<file path="src/rtl/fifo_pkg.sv">
// Shared FIFO helpers and the default geometry used by the UART top level.
package fifo_pkg;

    localparam int UART_DATA_WIDTH = 8;
    localparam int UART_FIFO_DEPTH = 16;

    // Constant-evaluable ceil(log2(value)); returns 0 for value <= 1.
    function automatic int clog2(input int value);
        int r;
        r = 0;
        while ((1 << r) < value) begin
            r = r + 1;
        end
        return r;
    endfunction

endpackage

</file>
<file path="src/rtl/uart_fifo_if.sv">
// Host/engine-side bundle of the UART FIFO: push/pop requests, read data and status.
interface uart_fifo_if
    import fifo_pkg::*;
#(
    parameter int DATA_WIDTH = UART_DATA_WIDTH,
    parameter int FIFO_DEPTH = UART_FIFO_DEPTH
) ();

    localparam int ADDR_WIDTH = clog2(FIFO_DEPTH);

    logic                  wr_en;
    logic [DATA_WIDTH-1:0] data_in;
    logic                  rd_en;
    logic                  err_clr;
    logic [DATA_WIDTH-1:0] data_out;
    logic                  full;
    logic                  empty;
    logic                  almost_full;
    logic                  almost_empty;
    logic [ADDR_WIDTH:0]   count;
    logic                  overflow;
    logic                  underflow;

    modport master (
        output wr_en, data_in, rd_en, err_clr,
        input  data_out, full, empty, almost_full, almost_empty, count, overflow, underflow
    );

    modport slave (
        input  wr_en, data_in, rd_en, err_clr,
        output data_out, full, empty, almost_full, almost_empty, count, overflow, underflow
    );

endinterface

</file>
<file path="src/rtl/fifo_dpram.sv">
// Register-array storage: synchronous write port, asynchronous read port, no reset.
module fifo_dpram #(
    parameter int DATA_WIDTH = 8,
    parameter int FIFO_DEPTH = 16,
    parameter int ADDR_WIDTH = 4
) (
    input  logic                  clk,
    input  logic                  wr_en,
    input  logic [ADDR_WIDTH-1:0] wr_addr,
    input  logic [DATA_WIDTH-1:0] data_in,
    input  logic [ADDR_WIDTH-1:0] rd_addr,
    output logic [DATA_WIDTH-1:0] rd_data
);

    logic [DATA_WIDTH-1:0] r_mem [FIFO_DEPTH];

    always_ff @(posedge clk) begin
        if (wr_en) begin
            r_mem[wr_addr] <= data_in;
        end
    end

    assign rd_data = r_mem[rd_addr];

endmodule

</file>
<file path="src/rtl/uart_fifo.sv">
// Synchronous byte FIFO between the UART shift engines and the host registers:
// pointers, fill count, level flags, sticky error flags and registered/FWFT read.
module uart_fifo
    import fifo_pkg::*;
#(
    parameter int DATA_WIDTH    = UART_DATA_WIDTH,
    parameter int FIFO_DEPTH    = UART_FIFO_DEPTH,
    parameter int AFULL_THRESH  = 12,
    parameter int AEMPTY_THRESH = 4,
    parameter int FWFT          = 0
) (
    input  logic        clk,
    input  logic        rst,
    uart_fifo_if.slave  bus
);

    localparam int ADDR_WIDTH = clog2(FIFO_DEPTH);
    localparam logic [ADDR_WIDTH:0] DEPTH_C = (ADDR_WIDTH+1)'(FIFO_DEPTH);
    localparam logic [ADDR_WIDTH:0] AFULL_C = (ADDR_WIDTH+1)'(AFULL_THRESH);
    localparam logic [ADDR_WIDTH:0] AEMPT_C = (ADDR_WIDTH+1)'(AEMPTY_THRESH);

    logic [ADDR_WIDTH-1:0] r_wr_ptr;
    logic [ADDR_WIDTH-1:0] r_rd_ptr;
    logic [ADDR_WIDTH:0]   r_count;
    logic                  r_overflow;
    logic                  r_underflow;
    logic                  w_empty;
    logic                  w_full;
    logic                  w_rd_acc;
    logic                  w_wr_acc;
    logic [DATA_WIDTH-1:0] w_rd_data;

    assign w_empty  = (r_count == '0);
    assign w_full   = (r_count == DEPTH_C);
    assign w_rd_acc = bus.rd_en & ~w_empty;
    // A full FIFO still takes a push when the same cycle frees a slot.
    assign w_wr_acc = bus.wr_en & (~w_full | w_rd_acc);

    fifo_dpram #(
        .DATA_WIDTH (DATA_WIDTH),
        .FIFO_DEPTH (FIFO_DEPTH),
        .ADDR_WIDTH (ADDR_WIDTH)
    ) u_mem (
        .clk     (clk),
        .wr_en   (w_wr_acc),
        .wr_addr (r_wr_ptr),
        .data_in (bus.data_in),
        .rd_addr (r_rd_ptr),
        .rd_data (w_rd_data)
    );

    always_ff @(posedge clk or posedge rst) begin
        if (rst) begin
            r_wr_ptr <= '0;
            r_rd_ptr <= '0;
            r_count  <= '0;
        end else begin
            if (w_wr_acc) r_wr_ptr <= r_wr_ptr + 1'b1;
            if (w_rd_acc) r_rd_ptr <= r_rd_ptr + 1'b1;
            if (w_wr_acc && !w_rd_acc) begin
                r_count <= r_count + 1'b1;
            end else if (w_rd_acc && !w_wr_acc) begin
                r_count <= r_count - 1'b1;
            end
        end
    end

    // Sticky errors: a rejection in the same cycle as err_clr keeps the flag set.
    always_ff @(posedge clk or posedge rst) begin
        if (rst) begin
            r_overflow  <= 1'b0;
            r_underflow <= 1'b0;
        end else begin
            if (bus.wr_en && !w_wr_acc) r_overflow <= 1'b1;
            else if (bus.err_clr)       r_overflow <= 1'b0;
            if (bus.rd_en && !w_rd_acc) r_underflow <= 1'b1;
            else if (bus.err_clr)       r_underflow <= 1'b0;
        end
    end

    generate
        if (FWFT != 0) begin : g_fwft
            assign bus.data_out = w_rd_data;
        end else begin : g_reg
            logic [DATA_WIDTH-1:0] r_data_out;
            always_ff @(posedge clk or posedge rst) begin
                if (rst) begin
                    r_data_out <= '0;
                end else if (w_rd_acc) begin
                    r_data_out <= w_rd_data;
                end
            end
            assign bus.data_out = r_data_out;
        end
    endgenerate

    assign bus.full         = w_full;
    assign bus.empty        = w_empty;
    assign bus.almost_full  = (r_count >= AFULL_C);
    assign bus.almost_empty = (r_count <= AEMPT_C);
    assign bus.count        = r_count;
    assign bus.overflow     = r_overflow;
    assign bus.underflow    = r_underflow;

endmodule

</file>
<file path="src/flat_wrapper.sv">
// flat-port wrapper written by rule: the top's interface ports become plain ports
module uart_fifo_flat import fifo_pkg::*;
#(
    parameter int DATA_WIDTH    = UART_DATA_WIDTH,
    parameter int FIFO_DEPTH    = UART_FIFO_DEPTH,
    parameter int AFULL_THRESH  = 12,
    parameter int AEMPTY_THRESH = 4,
    parameter int FWFT          = 0
)
  (clk, rst, bus_wr_en, bus_data_in, bus_rd_en, bus_err_clr, bus_data_out, bus_full, bus_empty, bus_almost_full, bus_almost_empty, bus_count, bus_overflow, bus_underflow);
  uart_fifo_if #(.DATA_WIDTH(DATA_WIDTH), .FIFO_DEPTH(FIFO_DEPTH)) bus_i ();
  input  logic clk;
  input  logic rst;
  input wire logic [$bits(bus_i.wr_en)-1:0] bus_wr_en;
  input wire logic [$bits(bus_i.data_in)-1:0] bus_data_in;
  input wire logic [$bits(bus_i.rd_en)-1:0] bus_rd_en;
  input wire logic [$bits(bus_i.err_clr)-1:0] bus_err_clr;
  output wire logic [$bits(bus_i.data_out)-1:0] bus_data_out;
  output wire logic [$bits(bus_i.full)-1:0] bus_full;
  output wire logic [$bits(bus_i.empty)-1:0] bus_empty;
  output wire logic [$bits(bus_i.almost_full)-1:0] bus_almost_full;
  output wire logic [$bits(bus_i.almost_empty)-1:0] bus_almost_empty;
  output wire logic [$bits(bus_i.count)-1:0] bus_count;
  output wire logic [$bits(bus_i.overflow)-1:0] bus_overflow;
  output wire logic [$bits(bus_i.underflow)-1:0] bus_underflow;
  assign bus_i.wr_en = bus_wr_en;
  assign bus_i.data_in = bus_data_in;
  assign bus_i.rd_en = bus_rd_en;
  assign bus_i.err_clr = bus_err_clr;
  assign bus_data_out = bus_i.data_out;
  assign bus_full = bus_i.full;
  assign bus_empty = bus_i.empty;
  assign bus_almost_full = bus_i.almost_full;
  assign bus_almost_empty = bus_i.almost_empty;
  assign bus_count = bus_i.count;
  assign bus_overflow = bus_i.overflow;
  assign bus_underflow = bus_i.underflow;
  uart_fifo #(.DATA_WIDTH(DATA_WIDTH), .FIFO_DEPTH(FIFO_DEPTH), .AFULL_THRESH(AFULL_THRESH), .AEMPTY_THRESH(AEMPTY_THRESH), .FWFT(FWFT)) u_core (.clk(clk), .rst(rst), .bus(bus_i));
endmodule
</file>
<file path="config.mk">
export PLATFORM = sky130hd
export DESIGN_NAME = uart_fifo_flat
export DESIGN_NICKNAME = d
export VERILOG_FILES = /design/src/rtl/fifo_pkg.sv /design/src/rtl/uart_fifo_if.sv /design/src/rtl/fifo_dpram.sv /design/src/rtl/uart_fifo.sv /design/src/flat_wrapper.sv
export SDC_FILE = /design/constraint.sdc
export NUM_CORES = 1
export LEC_CHECK = 0
export ABC_CLOCK_PERIOD_IN_PS = 4000
export CORE_MARGIN = 3
export CORE_UTILIZATION = 45
export CTS_CLUSTER_DIAMETER = 80
export CTS_CLUSTER_SIZE = 10
export DETAILED_ROUTE_END_ITERATION = 16
export PLACE_DENSITY = 0.6
export SYNTH_ARGS = -nofsm -noshare
export SYNTH_HDL_FRONTEND = slang
export SYNTH_SLANG_ARGS = --single-unit
</file>
<file path="constraint.sdc">
create_clock -name clk -period 4 [get_ports clk]
set_clock_uncertainty 0.05 [all_clocks]
set_input_delay 0.8 -clock clk [delete_from_list [all_inputs] [get_ports clk]]
set_output_delay 0.8 -clock clk [all_outputs]
set_load 0.005 [all_outputs]
</file>
==> run_results.csv, run 1 <==
group,metric,value,unit
place,place_congestion,0.769,
clock_network,h-tree-depth,4,
synth,synth_ff_type,"edfxtp_1",
pwr,p_int,0.00367,W
grt,grt_pass1_vias,2945,
worst_setup_path,start_kind,"register",
place,post-place-ws,714,ps
pwr,p_sw_share,28.0,%
grt,grt_pass1_wl,18.1,mm
detailed_routing,drt_iter0_drc,246,
grt,gr-total-overflow,0,
floorplanning,start_util,47.1,%
place,io_buffer_count,31,
detailed_routing,dr_total_vias,2860,
synth,avgSynthCellArea,19.4,um2
cells_and_area,syn_to_final_growth,17.5,%
pwr,p_switching,0.00143,W
pwr,p_leak,2.44,nW
floorplanning,die_w,122,um
hold_path,min-delay-path-class,"reg2reg",
cells_and_area,register_area,4420,um2
floorplanning,io_pins,32,
hold_path,hold_end,"u_core.bus.data_out[7]",
worst_setup_path,rrSetupSlack,880,ps
clock_network,insertion_delay,410,ps
clock_network,cts_resized,0,
cells_and_area,nFillCells,1001,
worst_setup_path,ff2ff_path_depth,10,
sta,setup_violations,0,
worst_setup_path,timing_worst_setup_path_type,"reg2reg",
synth,ys_ff_latch,151,
clock_network,cts.sinks,151,
synth,post-synth-top-count-cell,"edfxtp_1",
grt,track_usage,17.4,%
floorplanning,core-area,12900,um2
floorplanning,dieArea,14900,um2
sta,min_period_over_period,77.9,%
detailed_routing,wire_per_inst,21.6,um
worst_setup_path,required,4280,ps
worst_setup_path,cp_max_fo,11,
synth,ys_warn_count,0,
worst_setup_path,crit_start,"u_core.bus.count[0]",
synth,synth_largest_area_cell,"edfxtp_1",
clock_network,cts_buffers,17,
pwr,seq_power_share,43.2,%
sta,final_hold_viol_count,0,
grt,grt_max_degree,24,
worst_setup_path,r2r-end,"u_core.bus.count[4]",
clock_network,ctsHoldBuffers,0,
sta,slew_violations,0,
cells_and_area,final_nets,376,
synth,synth_common_cells,"edfxtp_1, mux4_2, dfrtp_1",
clock_network,clk_pin_slew_worst_paths,60,ps
detailed_routing,drc,0,
synth,ys_types,34,
cells_and_area,drive_gt1_share,18.0,%
cells_and_area,antenna_cells,0,
cells_and_area,multi_input_area,1550,um2
clock_network,cts_setup_buffers,0,
worst_setup_path,worstPathArrival,3400,ps
worst_setup_path,r2r_start,"u_core.bus.count[0]",
detailed_routing,ant_nets,0,
pwr,ir_drop,386,uV
run_status,status,"finished, final reports clean",
run,maxCapViolations,0,
synth,netlist_instances,312,
synth,synth_area,6060,um2
sta,fmax,321,MHz
sta,period_needed,3120,ps
synth,synth_edf_count,128,
pwr,power_frac_comb,26.8,%
floorplanning,fp-row-count,41,
synth,async_reset_ff_share,15.2,%
pwr,p_clk_share,30.0,%
sta,slew_headroom,39.7,%
hold_path,min_path_cells,2,
detailed_routing,via_per_inst,5.32,
sta,fin_ws,884,ps
clock_network,root_buffer,"clkbuf_16",
pwr,power_density,716,nW/um2
floorplanning,dieHeight,122,um
sta,setup_tns,0,ps
synth,synth_top_area_share,63.4,%
clock_network,clockBufferDepth,2,
hold_path,hp-start,"u_core.bus.data_out[7]",
synth,synth_nets,335,
detailed_routing,drt-total-wl,11.6,mm
sta,worstMarginPinSlew,903,ps
grt,antenna_found_initial,0,
sta,rsz0062_at_grt,"false",
synth,seq_area_frac_synth,72.9,%
place,hpwl,7.49,mm
worst_setup_path,end_kind,"register",
synth,synth.area.top_cells,"edfxtp_1, mux4_2, dfrtp_1",
detailed_routing,drtPass1Iterations,4,
clock_network,cts_tree,"built",
[metal layers]
layer | wire length, um | GRT usage (%) | vias to the layer above
met5 | 0 | 0 | -
met4 | 102 | 6.09 | 0
met3 | 749 | 5.25 | 10
met2 | 5480 | 25.6 | 67
met1 | 5280 | 24.8 | 1462
li1 | - | - | 1321
[power by group through the flow]
stage	Clock, W	Combinational, W	Sequential, W
floorplan	0	0.00101	0.00209
global placement	0	0.00138	0.00223
detailed placement	0	0.00139	0.00224
CTS	0.00156	0.00140	0.00221
global route	0.00162	0.00150	0.00225
finish	0.00153	0.00137	0.00220
[sequential cells by signal (all words and copies together) (netlist names)]
name                  cells
u_core.bus.underflow      1
u_core.r_wr_ptr           4
u_core.u_mem.r_mem      128
u_core.r_rd_ptr           4
u_core.bus.count          5
u_core.bus.data_out       8
u_core.bus.overflow       1
[cells in the final DEF (no fill, tap or decap), types with 2 or more instances in the layout]
cell             Yosys  routed
a21o_1               2       2
xnor2_1              9       9
edfxtp_1           128     128
nor3_1               3       3
a21oi_1              2       2
o21ai_0              3       3
dfrtp_1             23      23
a22o_1               2       2
and2_1              16      16
buf_4                2       4
clkdlybuf4s50_1      0      31
inv_2                2       2
nand4_1              2       2
clkbuf_16            0      17
ha_1                 9       9
clkbuf_1             6       8
nand2_1             18      18
nor3b_1              2       2
o221ai_1             7       7
nor2_1               5       5
bufinv_16            0       2
clkbuf_8             0       3
mux4_2              32      32
mux2i_1             16      16
inv_1                6       6
[worst max-delay path by stage]
stage	to	slack, ps
2_1_floorplan	u_core.bus.count[4]	1050
3_3_place_gp	u_core.bus.count[4]	760
3_5_place_dp	u_core.bus.count[4]	710
4_1_cts	u_core.bus.count[4]	870
5_1_grt	u_core.bus.count[4]	650
6_report	u_core.bus.count[4]	880
[worst max-delay path, stage by stage, from the launching register on]
cell	delay, ps
dfrtp_1	460
or4_4	620
o21a_2	280
inv_2	180
ha_1	190
inv_1	100
fa_1	420
a21o_1	190
a21oi_1	180
mux2i_1	240
xnor2_1	130
[through the flow]
step	hold WS, ps	area, um2	total power, W	util, %	std cells
floorplan	429	6060	0.00311	-	312
global placement	459	6560	0.00362	50.9	506
detailed placement	453	6560	0.00363	50.9	506
CTS	472	7120	0.00516	55.3	538
global route	489	7120	0.00537	55.3	538
finish	468	7120	0.00510	55.3	538
[cells by family after synthesis]
group           Yosys count  share of synthesized area [%]
mux                      49                           14.7
simple gates             50                           4.35
compound gates           21                           2.87
xor+xnor                 10                           1.44
buf+inv                  21                           1.53
flops                   151                           72.9
fa+ha+maj                10                           2.19
[area by class of cell]
type,count,share of cell area (%)
sequential,151,62.1
multi-input combinational,140,21.8
clock buffer,28,6.98
timing repair buffer,35,4.78
tap,172,3.02
clock inverter,4,0.966
inverter,8,0.422
No activity file was read; power rests on OpenSTA's default activity.
==> inputs of run 2 (changes only) <==
ABC_CLOCK_PERIOD_IN_PS = 2600   (was 4000)
PLACE_DENSITY = 0.62   (was 0.6)
clock period = 2.6 ns   (was 4 ns; I/O delays follow)
==> run_results.csv, run 2 (same netlist as run 1, synthesis figures left out) <==
group,metric,value,unit
floorplanning,fp-row-count,41,
pwr,p_switching,0.00236,W
cells_and_area,drive_gt1_share,30.5,%
worst_setup_path,cpMostUsedCell,"inv_4",
pwr,p_clk_share,31.6,%
floorplanning,io_pins,32,
cells_and_area,final_cell_mix,"edfxtp_1, mux4_2, buf_4",
detailed_routing,drc,0,
place,place_inst,540,
detailed_routing,via_per_inst,5.34,
pwr,p_sw_share,27.4,%
place,io_buffer_count,31,
floorplanning,dieArea,14900,um2
pwr,ir_drop,651,uV
sta,worstMarginPinSlew,656,ps
hold_path,min-delay-path-class,"in2async",
clock_network,h-tree-depth,4,
sta,fmax,388,MHz
place,postPlaceCellArea,7000,um2
floorplanning,die_w,122,um
cells_and_area,regMostFlops,"u_core.u_mem.r_mem",
sta,setup_tns,0,ps
worst_setup_path,required,2900,ps
clock_network,cts_tree,"built",
pwr,p_leak,2.73,nW
grt,track_usage,17.9,%
sta,rsz0062_at_grt,"true",
grt,antenna_found_initial,0,
floorplanning,dieHeight,122,um
place,place_congestion,0.813,
sta,hold_slack,405,ps
detailed_routing,drtPass1Iterations,4,
worst_setup_path,cp_slowest_stage_delay,590,ps
worst_setup_path,timing_worst_setup_path_type,"reg2reg",
worst_setup_path,crit_chain,"or4_4 -> o21a_4 -> inv_4 -> ha_4 -> inv_4 -> fa_2 -> a21o_1 -> a21oi_2 -> mux2i_1 -> xnor2_1",
clock_network,insertion_delay,420,ps
cells_and_area,final_area,7730,um2
detailed_routing,drt-total-wl,12.0,mm
pwr,power_frac_comb,30.8,%
pwr,power_density,1110,nW/um2
cells_and_area,mostFrequentLayoutCell,"edfxtp_1",
worst_setup_path,path_buf_inv,2,
sta,min_period_over_period,99.2,%
floorplanning,start_util,47.1,%
worst_setup_path,crit_path_top_delay_cell,"or4_4",
sta,final_hold_viol_count,0,
sta,period_needed,2580,ps
grt,grt_pass1_vias,3226,
worst_setup_path,end_kind,"register",
worst_setup_path,cp_max_fo,5,
cells_and_area,fin_cells,579,
clock_network,cts_buffers,17,
clock_network,clk_pin_slew_worst_paths,60,ps
run_status,status,"finished, final reports clean",
clock_network,clockBufferDepth,2,
detailed_routing,wire_per_inst,20.7,um
cells_and_area,largest_reg_flops,128,
cells_and_area,final_nets,417,
clock_network,cts.sinks,151,
grt,grt_pass1_wl,18.9,mm
sta,slew_headroom,56.3,%
floorplanning,core-area,12900,um2
cells_and_area,syn_to_final_growth,27.6,%
pwr,p_int,0.00624,W
run,maxCapViolations,0,
worst_setup_path,start_kind,"register",
cells_and_area,antenna_cells,0,
grt,gr-total-overflow,0,
worst_setup_path,crit_family,"simple AND/OR/NAND/NOR gates",
detailed_routing,ant_nets,0,
clock_network,root_buffer,"clkbuf_16",
sta,slew_violations,0,
worst_setup_path,worstPathArrival,2870,ps
grt,grt_max_degree,24,
pwr,seq_power_share,37.7,%
detailed_routing,drt_iter0_drc,233,
sta,setup_violations,0,
detailed_routing,dr_total_vias,3091,
cells_and_area,nFillCells,966,
place,hpwl,7.91,mm
pwr,finalPower,0.00860,W
[run 2: power by group through the flow]
| stage | Combinational (W) | Sequential (W) | Clock [W] |
|---|---|---|---|
| finish | 0.00265 | 0.00324 | 0.00272 |
| detailed placement | 0.00261 | 0.00328 | 0 |
| floorplan | 0.00158 | 0.00322 | 0 |
| global placement | 0.00258 | 0.00327 | 0 |
| CTS | 0.00266 | 0.00324 | 0.00277 |
| global route | 0.00289 | 0.00328 | 0.00287 |
[run 2: timing repair]
| action | 4_1_cts | 5_1_grt |
|---|---|---|
| setup buffers | 4 | 3 |
| hold buffers | 0 | 0 |
| gates cloned | 0 | 0 |
| gates resized for setup | 6 | 4 |
| setup endpoints to repair | 3 | 2 |
| pin swaps | 6 | 3 |
[run 2: final timing paths]
path	startpoint	to	slack, ps	cells after the start
min	rst	u_core.bus.overflow	410	3
max	u_core.bus.count[3]	u_core.bus.count[4]	20	10
min in group clk	u_core.bus.data_out[6]	u_core.bus.data_out[6]	440	2
max in group asynchronous	rst	u_core.bus.count[0]	1830	3
max reg2reg	u_core.bus.count[3]	u_core.bus.count[4]	20	10
min reg2reg	u_core.bus.data_out[6]	u_core.bus.data_out[6]	440	2
[run 2: area by class of cell]
class                   count  area [um2]  area share [%]
clock buffers              17         425            5.50
clock inverters            15         233            3.01
inverters                   8        35.0           0.453
multi-input cells         140        1600            20.7
flip-flops and latches    151        4420            57.2
well taps                 172         215            2.78
repair buffers             76         805            10.4
[run 2: through the flow]
step,setup WS [ps],utilization [%]
3_3_place_gp,-68.9,54.4
2_1_floorplan,-131,-
6_report,21.9,60.1
5_1_grt,-93.6,60.1
4_1_cts,-0.244,59.9
3_5_place_dp,-130,54.4
[run 2: worst register-to-register path, delay by kind of cell (launching register included)]
family | cells | cell delay, ps
fa+ha+maj | 2 | 480
flops | 1 | 380
compound gates | 3 | 540
xor+xnor | 1 | 140
buf+inv | 2 | 110
simple gates | 1 | 590
mux | 1 | 220
[run 2: routing by layer]
layer | routed length, um | track usage [%] | part of all wire, %
met1 | 5020 | 24.2 | 42
met2 | 6200 | 28.3 | 52
met3 | 665 | 4.46 | 5.6
met4 | 92 | 6.93 | 0.77
met5 | 0 | 0 | 0
==> inputs of run 3 (changes only) <==
CTS_CLUSTER_DIAMETER = unset   (was 80)
SLEW_MARGIN = 0   (was unset)
==> results of run 3 <==
Final layout, timing and power as in run 2 (identical DEF).
